--- config.mk ---
export PLATFORM = sky130hd
export DESIGN_NAME = tt_rom_stream_wrapper
export DESIGN_NICKNAME = d
export VERILOG_FILES = /design/src/rtl/tt_rom_stream_wrapper.sv
export SDC_FILE = /design/constraint.sdc
export NUM_CORES = 1
export LEC_CHECK = 0
export ABC_AREA = 1
export CAP_MARGIN = 25
export CORE_ASPECT_RATIO = 1.5
export CORE_MARGIN = 1.5
export CORE_UTILIZATION = 50
export DETAILED_ROUTE_END_ITERATION = 10
export PLACE_DENSITY = 0.79
export SLEW_MARGIN = 15
export SYNTH_ARGS = -nofsm -noshare
export SYNTH_HDL_FRONTEND = slang
export SYNTH_SLANG_ARGS = --single-unit
--- constraint.sdc ---
create_clock -name clk -period 3.8 [get_ports clk]
set_clock_uncertainty 0.05 [all_clocks]
set_input_delay 0.57 -clock clk [delete_from_list [all_inputs] [get_ports clk]]
set_output_delay 0.57 -clock clk [all_outputs]
set_load 0.02 [all_outputs]
--- src/rtl/tt_rom_stream_wrapper.sv ---
// ROM project slot: registered random read or auto-incrementing valid/ready stream.
// Latency: random read 2 enabled clocks iw->ow; stream inserts one bubble per accepted word.
// Backpressure: word, valid and last hold while registered ready is low; ena=0 freezes every register.
module tt_rom_stream_wrapper #(
    parameter int    IO_W     = 8,
    parameter int    DEPTH    = 256,
    parameter int    ADDR_W   = $clog2(DEPTH),
    parameter string ROM_FILE = "chip_rom.hex"
) (
    input  logic              clk,
    input  logic              rst_n,
    input  logic              ena,
    input  logic [2*IO_W-1:0] iw,
    output logic [3*IO_W-1:0] ow
);

    typedef enum logic [2:0] {
        IDLE   = 3'd0,
        LOAD   = 3'd1,
        STREAM = 3'd2,
        DONE   = 3'd3
    } state_t;

    localparam logic [ADDR_W-1:0] LAST_ADDR = ADDR_W'(DEPTH - 1);

    logic [IO_W-1:0] rom [DEPTH];

    generate
        for (genvar i = 0; i < DEPTH; i++) begin : g_word
            assign rom[i] = IO_W'(i) ^ IO_W'(8'hA5);
        end
    endgenerate

    logic [IO_W-1:0]   ui_q;
    logic [IO_W-1:0]   uio_q;
    logic              start_qq;
    state_t            state;
    logic [ADDR_W-1:0] cnt;
    logic [IO_W-1:0]   data;
    logic              valid;
    logic              last;
    logic              oe_on;

    logic [ADDR_W-1:0] addr_q;
    logic              mode_q;
    logic              start_q;
    logic              ready_q;
    logic              start_edge;
    logic              unused_in;

    assign addr_q     = ui_q[ADDR_W-1:0];
    assign mode_q     = uio_q[0];
    assign start_q    = uio_q[1];
    assign ready_q    = uio_q[2];
    assign start_edge = start_q & ~start_qq;
    assign unused_in  = &{1'b0, ui_q, uio_q};

    assign ow = {oe_on ? {{(IO_W-3){1'b1}}, 3'b000} : {IO_W{1'b0}},
                 IO_W'({state, last, valid, 3'b000}),
                 data};

    always_ff @(posedge clk or negedge rst_n) begin
        if (!rst_n) begin
            ui_q     <= '0;
            uio_q    <= '0;
            start_qq <= 1'b0;
            state    <= IDLE;
            cnt      <= '0;
            data     <= '0;
            valid    <= 1'b0;
            last     <= 1'b0;
            oe_on    <= 1'b0;
        end else if (ena) begin
            ui_q     <= iw[IO_W-1:0];
            uio_q    <= iw[2*IO_W-1:IO_W];
            start_qq <= start_q;
            oe_on    <= 1'b1;
            case (state)
                IDLE: begin
                    data  <= rom[addr_q];
                    valid <= 1'b0;
                    last  <= 1'b0;
                    if (start_edge && mode_q) begin
                        cnt   <= addr_q;
                        state <= LOAD;
                    end
                end
                LOAD: begin
                    if (!mode_q) begin
                        state <= IDLE;
                        valid <= 1'b0;
                        last  <= 1'b0;
                    end else begin
                        data  <= rom[cnt];
                        valid <= 1'b1;
                        last  <= (cnt == LAST_ADDR);
                        state <= STREAM;
                    end
                end
                STREAM: begin
                    if (!mode_q) begin
                        state <= IDLE;
                        valid <= 1'b0;
                        last  <= 1'b0;
                    end else if (valid && ready_q) begin
                        valid <= 1'b0;
                        last  <= 1'b0;
                        if (last) state <= DONE;
                        else      cnt   <= cnt + 1'b1;
                    end else if (!valid) begin
                        data  <= rom[cnt];
                        valid <= 1'b1;
                        last  <= (cnt == LAST_ADDR);
                    end
                end
                DONE: begin
                    if (!start_q) state <= IDLE;
                end
                default: state <= IDLE;
            endcase
        end
    end

endmodule

After elaboration in Yosys (flattened, before gate mapping)
Memories as Yosys holds them, arrays and structs flattened.
Index checks and enable logic that the tools add are counted.
- logic and storage cells: 74
- register bits after elaboration: 34
- memories kept: 2
- output and inout port bits: 24
- input bits: 19
- bits in read-only memories: 4096
- memories (name ; depth ; bits a word ; read ports ; clocked after Yosys merged registers in ; wr ports ; line ; RTL):
    (name not given) ; 256 ; 8 ; 1 ; 0 ; 0 ; 111 ; data <= rom[cnt];
    (name not given) ; 256 ; 8 ; 1 ; 0 ; 0 ; 80 ; data <= rom[addr_q];
- eq/ne operators: 15
- bitwise logic cells: 4
- reduce and logical (&&, ||, !) cells: 10
- $add $sub $neg: 1
- $lt $le $gt $ge: 2
- muxes and demuxes: 31
- operators with widths (cell ; count):
    8-bit 2-to-1 mux ; 13
    8-bit case mux with 3 select lines ; 1
    9-bit greater-or-equal comparator, second input constant ; 2
    8-bit NOT with 9-bit output ; 2
    2-bit != test, second input constant ; 8
    8-bit case mux with 2 select lines ; 1
    3-bit 2-to-1 mux ; 5
    3-bit case mux with 4 select lines ; 1
    6-bit AND reduction ; 2
    8-bit by 1-bit adder with 8-bit output, second input constant ; 1
    8-bit equality test, second input constant ; 1
    1-bit 2-to-1 mux ; 7
    3-bit by 2-bit equality test with 1-bit output, second input constant ; 2
    3-bit != test, second input constant ; 2
    1-bit case mux with 3 select lines ; 2
    5-bit AND reduction ; 1
    4-bit != test, second input constant ; 1
    3-bit by 1-bit equality test with 1-bit output, second input constant ; 1
    3-bit zero test ; 1
    3-bit AND reduction ; 1
    3-bit nonzero test ; 1
    1-bit logical AND ; 2
    2-bit 2-to-1 mux ; 1
    2-bit AND reduction ; 1
    3 further kinds ; 3

Depth between registers and ports, before layout
- word-level depth: 8
- mapped depth: 11
- gate-level depth less buffers: 10

Least setup slack after synthesis
Ideal clock, no wire load.
- kind: reg-to-reg
- start: reg state[0]
- end: reg data[0]
- required time: 3.627 ns
- setup slack: 2.135 ns
- cell stages (with the launch flop): 7
- buffers on the path: 2
- library setup time: 0.123 ns
- data arrival time: 1.492 ns
- period minus slack after synthesis: 1.665 ns
- cells stage by stage: dfrtp_1 > inv_1 > ha_1 > buf_2 > clkbuf_1 > o21ai_0 > o21ai_2
- longest elaborated chain between the ends: 3
- elaborated cells between the ends (all ways): 10
- those cells by class: 6 x eq/ne; 1 x mux; 3 x reduce/logical
- RTL lines (what ; line ; RTL):
    from (decl) ; 37 ; state_t state;
    from (signal assigned) ; 67 ; state <= IDLE;
    from (signal assigned) ; 85 ; state <= LOAD;
    from (signal assigned) ; 90 ; state <= IDLE;
    3-bit by 2-bit equality test with 1-bit output (tied with other cells) ; 78 ; case (state)
    2-bit != test (no line) / 3-bit nonzero test (equally long branches) ; -- ;
    6-bit AND reduction (no line) ; -- ;
    to (signal assigned) ; 80 ;
    to (signal assigned) ; 94 ; data <= rom[cnt];
    to (signal assigned) ; 111 ;
    to (decl) ; 39 ; logic [IO_W-1:0] data;
Several ways; a longest one is shown, not always the timed one.
A chain may end at the register's enable or synchronous reset.

Worst setup path after layout
- start: reg state[0]
- end: reg data[4]
Same word-level chain as after synthesis.

==> out/metrics.csv <==
stage,metric,value,unit
route,avgRoutedWirePerCell,12.6,µm
logic_synthesis,yosysUniqueCellTypes,23,
cells_and_area,diodes,0,
logic_synthesis,synth_fa_ha_area_share,3.99,%
logic_synthesis,synth_compound_area_share,14.0,%
sta,fin_crit_sh,63.9,%
clocking,cts_buffers,5,
floorplanning,initial_core_util,51.5,%
worst_setup_path,arrival,2590,ps
logic_synthesis,syn_area,1880,µm²
route,wirelength,3890,µm
global_route,grt_overflow,0,
sta,worst_slew_pin_slew,913,ps
global_route,grt_pass1_wl,6700,µm
clocking,h-tree-depth,2,
clocking,post_cts_buffers,0,
worst_setup_path,cp-startpoint,state[0],
sta,setup_viol,0,
cells_and_area,area_growth,17.2,%
clocking,post_cts_resized,0,
logic_synthesis,yosys_warnings,0,
cells_and_area,n_fill_cell,356,
clocking,cts_num_sinks,33,
sta,min_period,2430,ps
clocking,ctsHoldBuffers,0,
run,maxCapViolations,0,
pwr,ir_drop,0.461,mV
cells_and_area,fin_cells,308,
floorplanning,die_h,78.1,µm
logic_synthesis,syn_avg_cell_area,7.70,µm²
pwr,p_leak,1.04,nW
route,vias_per_cell,5.14,
clocking,cts_tree,done,
sta,relSlewSlack,39.1,%
placement,hpwlAfterDp,2830,µm
clocking,clkLatencyLatePin,280,ps
cells_and_area,nNetsFinal,290,
clocking,root_buffer,clkbuf_8,
worst_setup_path,start_kind,flop,
sta,drv_slew,0,
global_route,first_global_vias,1566,
cells_and_area,layout_commonest_cell,nand2_1,
clocking,ctsLongestPathBuffers,2,
floorplanning,fp.dieArea,4140,µm²
logic_synthesis,synthXorXnorAreaFrac,0,%
logic_synthesis,synthSimpleGateAreaFrac,24.2,%
placement,place_congestion,0.857,
logic_synthesis,synth-seq-cells,33,
worst_hold_path,worst_hold_path_type,flop to flop,
placement,dp_cells,301,
floorplanning,rows,27,
outcome,status,"finished, final reports clean",
route,vias,1582,
worst_setup_path,path_class,flop to flop,
sta,setup_tns,0,ps
logic_synthesis,synthCells,244,
floorplanning,die_w,53.1,µm
sta,fmax,412,MHz
cells_and_area,final_cell_mix,"79 x nand2_1, 33 x dfrtp_1, 30 x clkdlybuf4s50_1",
logic_synthesis,synth_top_family_by_area,simple AND/OR/NAND/NOR gates,
logic_synthesis,synth_seq_area_share,43.9,%
worst_setup_path,path_max_fanout,17,
global_route,grt_max_degree,34,
worst_hold_path,worstHoldStart,data[3],
route,drtIter0Drc,40,
global_route,track_usage,22.0,%
route,firstDrtPassIters,4,
sta,hold_viol,0,
global_route,antenna_found_initial,0,
route,drcViolationCount,0,
floorplanning,ioPinCount,43,
route,antenna_left,0,
sta,rsz0062_at_grt,false,
logic_synthesis,synthMuxAreaShare,0,%
worst_setup_path,required,3960,ps
placement,port-buffer-count,30,
worst_setup_path,r2r_start,state[0],
clocking,clkTransAtPathRegs,70,ps
pwr,power_density,705,nW/µm²
floorplanning,core_area,3650,µm²
worst_setup_path,worst_setup_path_end_kind,flop,
cells_and_area,drive_above_1_share,9.81,%
==> Yosys cell counts (all sizes together) <==
master / instances / area [µm²]
nor2: 10 / 42.5
nand2: 81 / 309
o21ai: 41 / 239
conb: 1 / 3.75
clkinv: 1 / 5.00
dfrtp: 33 / 826
or2: 2 / 12.5
nand3: 16 / 80.1
clkbuf: 5 / 20.0
buf: 18 / 144
ha: 6 / 75.1
inv: 23 / 86.3
nor3: 1 / 5.00
nand4: 1 / 6.26
a21oi: 5 / 25.0
==> stage by stage <==
step | utilization (%) | total power, mW | instance area [µm²] | setup slack (ps) | hold WS [ps]
after floorplan | - | 1.05 | 1900 | 2130 | 224
after global placement | 57.5 | 1.23 | 2100 | 1110 | 416
after detailed placement | 57.5 | 1.25 | 2100 | 1090 | 429
after CTS | 60.4 | 1.57 | 2200 | 1360 | 445
after global routing | 60.4 | 1.68 | 2200 | 1150 | 474
final | 60.4 | 1.55 | 2200 | 1370 | 442
==> sequential cells by signal (all words and copies together) (netlist names) <==
register / cells
addr_q: 8
cnt: 8
data: 8
uio_q: 3
state: 2
last: 1
oe_on: 1
start_qq: 1
valid: 1
==> cell type report <==
type | count | area (µm²) | area share, %
multi-input combinational | 170 | 821 | 37.3
clock buffer | 5 | 68.8 | 3.12
sequential | 33 | 826 | 37.5
inverter | 24 | 91.3 | 4.15
timing repair buffer | 31 | 308 | 14.0
clock inverter | 2 | 35.0 | 1.59
tap | 43 | 53.8 | 2.44
==> per-layer routing <==
layer	track usage, %	part of all wire (%)
met5	0	0
met2	38.8	55
met3	4.75	3.6
met1	23.2	39
met4	12.3	2.6
==> final timing paths <==
kind	end	slack, ps	cells after the start
max in group asynchronous	addr_q[7]	2760	2
worst min register to register	data[3]	440	2
worst max register to register	data[4]	1370	6
min in group asynchronous	state[1]	630	2
worst min-delay path	data[3]	440	2
worst max-delay path	data[4]	1370	6
==> cell families (layout without fill, tap and decap cells) <==
family | Yosys count | after routing
AO/OA/AOI/OAI | 46 | 46
adder cells (fa/ha/maj) | 6 | 6
buffers and inverters | 47 | 62
flip-flops | 33 | 33
other | 1 | 7
AND/OR/NAND/NOR | 111 | 111
==> where the power goes <==
group | internal (mW) | switching (mW)
clock | 0.190 | 0.127
sequential | 0.456 | 0.104
combinational | 0.269 | 0.407
total | 0.915 | 0.638
==> worst max-delay path, cell delays in order (launching register included) <==
cell	delay [ps]
dfrtp_1	440
inv_1	110
ha_1	520
nor2_1	150
o21ai_2	750
nand2_1	200
o21ai_2	110
No activity file was read; power rests on OpenSTA's default activity.
